**src/rtl/matmul_sched_pkg.sv**
```systemverilog
// Shared types for the matmul job scheduler: command record, FSM states and
// completion status codes.
package matmul_sched_pkg;

   localparam int CMD_TAG_W = 4;

   typedef struct packed {
      logic [15:0]          m;
      logic [15:0]          n;
      logic [15:0]          p;
      logic [15:0]          base_a;
      logic [15:0]          base_b;
      logic [15:0]          base_c;
      logic [CMD_TAG_W-1:0] tag;
   } matmul_cmd_t;

   typedef enum logic [2:0] {
      S_IDLE, S_CHECK, S_ISSUE, S_WAIT, S_CPL, S_HALTED
   } sched_state_e;

   typedef enum logic [1:0] {
      CPL_OK       = 2'd0,
      CPL_REJECTED = 2'd1,
      CPL_TIMEOUT  = 2'd2
   } cpl_status_e;

   function automatic logic dim_bad(input logic [15:0] d, input logic [15:0] max_d);
      return (d == 16'd0) || (d > max_d);
   endfunction

endpackage

```
**src/rtl/matmul_cmd_fifo.sv**
```systemverilog
// Command queue for the scheduler; occupancy is a registered count so
// full/empty never depend on same-cycle push/pop.
module matmul_cmd_fifo
   import matmul_sched_pkg::*;
#(
   parameter int DEPTH = 4
) (
   input  logic        clk,
   input  logic        reset_n,
   input  logic        push_i,
   input  matmul_cmd_t data_i,
   input  logic        pop_i,
   output matmul_cmd_t data_o,
   output logic        full_o,
   output logic        empty_o
);

   localparam int AW = $clog2(DEPTH);

   matmul_cmd_t   mem_q [DEPTH];
   logic [AW-1:0] wr_ptr_q, rd_ptr_q;
   logic [AW:0]   count_q;

   always_ff @(posedge clk) begin
      if (push_i) mem_q[wr_ptr_q] <= data_i;
   end

   always_ff @(posedge clk) begin
      if (!reset_n) begin
         wr_ptr_q <= '0;
         rd_ptr_q <= '0;
         count_q  <= '0;
      end else begin
         if (push_i) wr_ptr_q <= wr_ptr_q + AW'(1);
         if (pop_i)  rd_ptr_q <= rd_ptr_q + AW'(1);
         case ({push_i, pop_i})
            2'b10:   count_q <= count_q + (AW+1)'(1);
            2'b01:   count_q <= count_q - (AW+1)'(1);
            default: count_q <= count_q;
         endcase
      end
   end

   assign data_o  = mem_q[rd_ptr_q];
   assign full_o  = (count_q == (AW+1)'(DEPTH));
   assign empty_o = (count_q == '0);

endmodule

```
**src/rtl/matmul_job_scheduler.sv**
```systemverilog
// Issues queued matmul jobs to the systolic array one at a time and returns a
// tagged completion (ok / rejected / timeout) per job.
module matmul_job_scheduler
   import matmul_sched_pkg::*;
#(
   parameter int CMD_DEPTH      = 4,
   parameter int TAG_WIDTH      = CMD_TAG_W,
   parameter int MAX_DIM        = 1024,
   parameter int TIMEOUT_CYCLES = 1 << 20
) (
   input  logic                 clk,
   input  logic                 reset_n,
   input  logic                 cmd_valid_i,
   output logic                 cmd_ready_o,
   input  logic [15:0]          cmd_m_i,
   input  logic [15:0]          cmd_n_i,
   input  logic [15:0]          cmd_p_i,
   input  logic [15:0]          cmd_base_a_i,
   input  logic [15:0]          cmd_base_b_i,
   input  logic [15:0]          cmd_base_c_i,
   input  logic [TAG_WIDTH-1:0] cmd_tag_i,
   output logic                 array_start_o,
   output logic [15:0]          m_o,
   output logic [15:0]          n_o,
   output logic [15:0]          p_o,
   output logic [15:0]          base_addr_a_o,
   output logic [15:0]          base_addr_b_o,
   output logic [15:0]          base_addr_c_o,
   input  logic                 array_done_i,
   output logic                 cpl_valid_o,
   input  logic                 cpl_ready_i,
   output logic [TAG_WIDTH-1:0] cpl_tag_o,
   output logic [1:0]           cpl_status_o,
   output logic                 busy_o,
   input  logic                 clear_i
);

   localparam logic [15:0] MAX_DIM_W = MAX_DIM[15:0];
   localparam logic [31:0] TO_LAST   = 32'(TIMEOUT_CYCLES - 1);

   sched_state_e state_q;
   matmul_cmd_t  job_q, cmd_in, fifo_head;
   cpl_status_e  status_q;
   logic         start_q, cpl_valid_q, halt_q, done_q;
   logic [31:0]  cnt_q, cnt_inc;
   logic         fifo_full, fifo_empty, push, pop;

   assign cmd_in = '{m: cmd_m_i, n: cmd_n_i, p: cmd_p_i,
                     base_a: cmd_base_a_i, base_b: cmd_base_b_i, base_c: cmd_base_c_i,
                     tag: CMD_TAG_W'(cmd_tag_i)};
   assign push = cmd_valid_i && !fifo_full;
   assign pop  = (state_q == S_IDLE) && !fifo_empty;

   matmul_cmd_fifo #(.DEPTH(CMD_DEPTH)) u_fifo (
      .clk     (clk),
      .reset_n (reset_n),
      .push_i  (push),
      .data_i  (cmd_in),
      .pop_i   (pop),
      .data_o  (fifo_head),
      .full_o  (fifo_full),
      .empty_o (fifo_empty)
   );

   // Counter value after this WAIT cycle; timeout fires the cycle it reaches the limit.
   assign cnt_inc = (cnt_q == 32'hFFFF_FFFF) ? cnt_q : cnt_q + 32'd1;

   always_ff @(posedge clk) begin
      if (!reset_n) begin
         state_q     <= S_IDLE;
         job_q       <= '0;
         status_q    <= CPL_OK;
         start_q     <= 1'b0;
         cpl_valid_q <= 1'b0;
         halt_q      <= 1'b0;
         done_q      <= 1'b0;
         cnt_q       <= '0;
      end else begin
         done_q  <= array_done_i;
         start_q <= 1'b0;
         case (state_q)
            S_IDLE: if (pop) begin
               job_q   <= fifo_head;
               state_q <= S_CHECK;
            end
            S_CHECK: if (dim_bad(job_q.m, MAX_DIM_W) || dim_bad(job_q.n, MAX_DIM_W) ||
                         dim_bad(job_q.p, MAX_DIM_W)) begin
               status_q    <= CPL_REJECTED;
               cpl_valid_q <= 1'b1;
               state_q     <= S_CPL;
            end else begin
               start_q <= 1'b1;
               state_q <= S_ISSUE;
            end
            S_ISSUE: begin
               cnt_q   <= '0;
               state_q <= S_WAIT;
            end
            // done_q already holds the level seen during ISSUE, so a stale high never counts.
            S_WAIT: if (array_done_i && !done_q) begin
               status_q    <= CPL_OK;
               cpl_valid_q <= 1'b1;
               state_q     <= S_CPL;
            end else if (cnt_inc >= TO_LAST) begin
               status_q    <= CPL_TIMEOUT;
               cpl_valid_q <= 1'b1;
               halt_q      <= 1'b1;
               state_q     <= S_CPL;
            end else begin
               cnt_q <= cnt_inc;
            end
            S_CPL: if (cpl_ready_i) begin
               cpl_valid_q <= 1'b0;
               state_q     <= halt_q ? S_HALTED : S_IDLE;
            end
            S_HALTED: if (clear_i) begin
               halt_q  <= 1'b0;
               state_q <= S_IDLE;
            end
            default: state_q <= S_IDLE;
         endcase
      end
   end

   assign cmd_ready_o   = !fifo_full;
   assign array_start_o = start_q;
   assign m_o           = job_q.m;
   assign n_o           = job_q.n;
   assign p_o           = job_q.p;
   assign base_addr_a_o = job_q.base_a;
   assign base_addr_b_o = job_q.base_b;
   assign base_addr_c_o = job_q.base_c;
   assign cpl_valid_o   = cpl_valid_q;
   assign cpl_tag_o     = TAG_WIDTH'(job_q.tag);
   assign cpl_status_o  = status_q;
   assign busy_o        = (state_q != S_IDLE) || !fifo_empty;

endmodule

```
**config.mk**
```make
export PLATFORM = sky130hd
export DESIGN_NAME = matmul_job_scheduler
export DESIGN_NICKNAME = d
export VERILOG_FILES = /design/src/rtl/matmul_sched_pkg.sv /design/src/rtl/matmul_cmd_fifo.sv /design/src/rtl/matmul_job_scheduler.sv
export SDC_FILE = /design/constraint.sdc
export NUM_CORES = 1
export LEC_CHECK = 0
export CELL_PAD_IN_SITES_DETAIL_PLACEMENT = 1
export CELL_PAD_IN_SITES_GLOBAL_PLACEMENT = 1
export CORE_ASPECT_RATIO = 1.1
export CORE_MARGIN = 8
export CORE_UTILIZATION = 50
export CTS_CLUSTER_SIZE = 16
export DETAILED_ROUTE_END_ITERATION = 7
export PLACE_DENSITY = 0.87
export SYNTH_ARGS = -nofsm -noshare
export SYNTH_HDL_FRONTEND = slang
export SYNTH_HIERARCHICAL = 1
export SYNTH_SLANG_ARGS = --single-unit
```
**constraint.sdc**
```tcl
create_clock -name clk -period 5.9 [get_ports clk]
set_input_delay 1.18 -clock clk [delete_from_list [all_inputs] [get_ports clk]]
set_output_delay 1.18 -clock clk [all_outputs]
set_load 0.02 [all_outputs]
```
==> metrics.txt <==
r2r endpoint cnt_q[6]$_SDFFE_PN0P_; multi-input logic area 0.00546 mm²; P per Cell Area 486 mW/mm²; Mapped Nets 1459; Reg2Reg Setup Slack 1860 ps; Post-synth ARST share 0; CTS Sinks 550; RePlAce Congestion 0.938; sequential share of the synthesized area 0.716; fin cells 2149; Avg Cell Area, Syn 15.6 µm²; clock buffer depth 3; via count 12600; Final Cell Area 0.0252 mm²; sequential share of power 0.436; Cells after DPL 2052; CP Launch Type flip-flop; Ys Warns 6; Highest Signal Layer met5; port buffer count 211; CTS Hold Buffers Added 0; Worst setup EP type flip-flop; CP Launch Point cnt_q[10]$_SDFFE_PN0P_; final setup fails 0; largest family of logic cells by synthesized area multiplexers; CTS tree built; largest net degree at the start of global routing 101; switching part of the total 0.328; simple-gate share of the synthesized area 0.0886; FF/Latch Area 0.0150 mm²; Area growth syn-to-layout 20.2%; Post-Synthesis Cells 1346; worst r2r src cnt_q[10]$_SDFFE_PN0P_; first-pass iteration count of the detailed router 5; Die Y 231 µm; buffer type at the clock tree root clkbuf_16; Synth Area in Compound Gates 0.0492; Clock power frac 0.279; mux share of post-synthesis cell area 0.112; Fillers 3778; Final Max Slew Viols 0; DRT Wirelength 57.1 mm; IO Pins 212; Synth Register Bits 550; number of synthesized flops with an enable pin 400; Starting Density 0.508; Metal-1 WL 22.2 mm; Achievable Freq 247 MHz; Die X 211 µm; Final Hold Fails 0; metal2 WL 29.8 mm; Worst-Skew Late Latency 600 ps; vias in the first global route 13800; Setup Buffers After CTS 0; Setup TNS Final 0 ps; metal3 WL 3.36 mm; Worst Setup Path Type flip-flop to flip-flop; min Tclk post-route 4040 ps; Std-Cell Rows 78; die area 0.0488 mm²; outcome completed; fraction of the mapped netlist area in adder cells 0.00453; fin crit share 0.685; Post-route DRC 0; Worst R2R Path Depth 9; Crit path required time 6420 ps; hold path cells 2; combinational fraction of design power 0.285; WHS Endpoint cpl_tag_o[0]$_SDFFE_PN0P_; maxcap violations 0; Lkg Pwr 8.08 nW; H-Tree Depth 2; total power 12.3 mW; area of the core 0.0413 mm²; hold path startpoint cpl_tag_o[0]$_SDFFE_PN0P_; initial antenna violation count 2; WP data arrival 4570 ps; DP Area 0.0235 mm²; clock slew at reported path FFs 60 ps; synth unique cells 59; WL/cell 26.6 µm; Final #Nets 1659; post-cts sizing count 0; NetSw 4.02 mW; Slew HR 0.307; DP Wirelength 34.5 mm; Top FF cell, synth edfxtp_1; DRT iter0 DRCs 1030; XOR/XNOR Fraction of Synth Area 0.00543; Worst Hold Class flip-flop to flip-flop; Final ANT Viol Nets 0; worst slew pin tran 1040 ps; global-route wire length before repair 86.0 mm; Worst Path Max Fanout 11; Clock Skew 24.4 ps; RSZ-0062 raised after global routing no; GRT Overall Usage 0.231; Worst VDD drop 0.000326 V; grt ovf 0; synthesized area 0.0210 mm²; Internal 8.24 mW; layout cells sized above 1 0.129; CTS buffer count 52; Avg Vias per Cell 5.85
metal layers:
metal | track usage | up-vias
li1 | - | 5511
met1 | 0.284 | 6518
met2 | 0.409 | 451
met3 | 0.0440 | 99
met4 | 0.0728 | 2
met5 | 0 | -
layout make-up:
class,instances,share of cell area
diodes,1,0.0000992
clock inverters,22,0.0114
repair buffers,221,0.0892
flip-flops and latches,550,0.596
inverters,15,0.00243
multi-input cells,706,0.216
well taps,560,0.0278
clock buffers,74,0.0573
cell usage after synthesis, drive strengths merged (7+ instances only):
master	count	area share
edfxtp	400	0.57
nand2	235	0.042
dfxtp	150	0.14
a21oi	115	0.027
mux4	100	0.11
clkbuf	52	0.0093
and2	29	0.0086
o21ai	24	0.0057
buf	23	0.013
nor2	23	0.0041
nand4	20	0.0063
nand3	19	0.0048
inv	15	0.0027
nor3	14	0.0033
nor4	14	0.0056
xnor2	9	0.0038
and3	7	0.0021
mux2i	7	0.0033
layout by cell type (no fill, tap or decap), types with 4 or more instances in the layout:
cell / netlist / final
nor3_1: 14 / 14
nor2_1: 23 / 23
xnor2_1: 9 / 9
a31oi_1: 4 / 4
xor2_1: 4 / 4
and3_1: 7 / 7
clkinv_2: 0 / 7
nor4_1: 12 / 12
ha_1: 6 / 6
or3_1: 6 / 6
nor2b_1: 5 / 5
clkbuf_16: 0 / 53
nand2b_1: 5 / 5
nand4_1: 19 / 19
mux2i_1: 7 / 7
mux4_2: 100 / 100
nand3b_1: 4 / 4
buf_12: 10 / 5
and2_4: 0 / 4
clkbuf_8: 0 / 4
a21boi_0: 5 / 5
inv_1: 15 / 13
nand3_1: 18 / 18
nand2_1: 235 / 235
clkdlybuf4s50_1: 0 / 211
o22ai_1: 4 / 4
and2_1: 29 / 25
bufinv_16: 0 / 6
dfxtp_1: 150 / 148
a21oi_1: 115 / 115
o31ai_1: 6 / 6
clkbuf_1: 52 / 17
o21ai_0: 24 / 24
buf_4: 0 / 5
edfxtp_1: 400 / 400
worst max path at each step:
| stage | endpoint | slack (ps) |
|---|---|---|
| 2_1_floorplan | u_fifo/mem_q[0][0]$_DFFE_PP_ | 1550 |
| 3_3_place_gp | cnt_q[6]$_SDFFE_PN0P_ | 1960 |
| 3_5_place_dp | cnt_q[6]$_SDFFE_PN0P_ | 1860 |
| 4_1_cts | cnt_q[6]$_SDFFE_PN0P_ | 1840 |
| 5_1_grt | cnt_q[6]$_SDFFE_PN0P_ | 1540 |
| 6_report | cnt_q[6]$_SDFFE_PN0P_ | 1860 |
sequential cells by signal, summed over array words and instances, names as in the netlist, 2 cells and up, named ones only:
| register | count |
|---|---|
| u_fifo/rd_ptr_q | 2 |
| base_addr_c_o | 16 |
| base_addr_a_o | 16 |
| state_q | 3 |
| cpl_status_o | 2 |
| cpl_tag_o | 4 |
| n_o | 16 |
| p_o | 16 |
| u_fifo/count_q | 3 |
| m_o | 16 |
| u_fifo/mem_q | 400 |
| u_fifo/wr_ptr_q | 2 |
| cnt_q | 32 |
| base_addr_b_o | 16 |
through the flow:
| step | utilization | worst slack, ps | hold slack, ps |
|---|---|---|---|
| floorplan | - | 1550 | 463 |
| CTS | 0.611 | 1840 | 465 |
| finish | 0.611 | 1860 | 462 |
| global route | 0.611 | 1540 | 484 |
| global placement | 0.569 | 1960 | 442 |
| detailed placement | 0.569 | 1860 | 455 |
worst max-delay path: stages, from the launching register on:
cell      delay (ps)
dfxtp_1          500
nand4_2          220
nor4_4           480
nand3_2          160
or4b_1           480
a2111o_1         470
nor4_4           490
nand3_1          460
or4_1            640
nand2_1           80
cell families (layout without fill, tap and decap cells):
group                    count (synthesis)  in the layout
flip-flops                             550            550
AND/OR/NAND/NOR                        395            395
AO/OA/AOI/OAI                          182            182
multiplexers                           109            109
buffers and inverters                   90            332
XOR/XNOR                                13             13
adder cells (fa/ha/maj)                  7              7
other                                    0              1
power groups by stage:
stage	sequential, mW	combinational [mW]	clock (mW)
after floorplan	5.53	1.81	0
after global placement	5.33	3.34	0
after detailed placement	5.39	3.48	0
after CTS	5.34	3.55	3.46
after global routing	5.40	3.73	3.61
final	5.34	3.50	3.42
No activity file was read; power rests on OpenSTA's default activity.
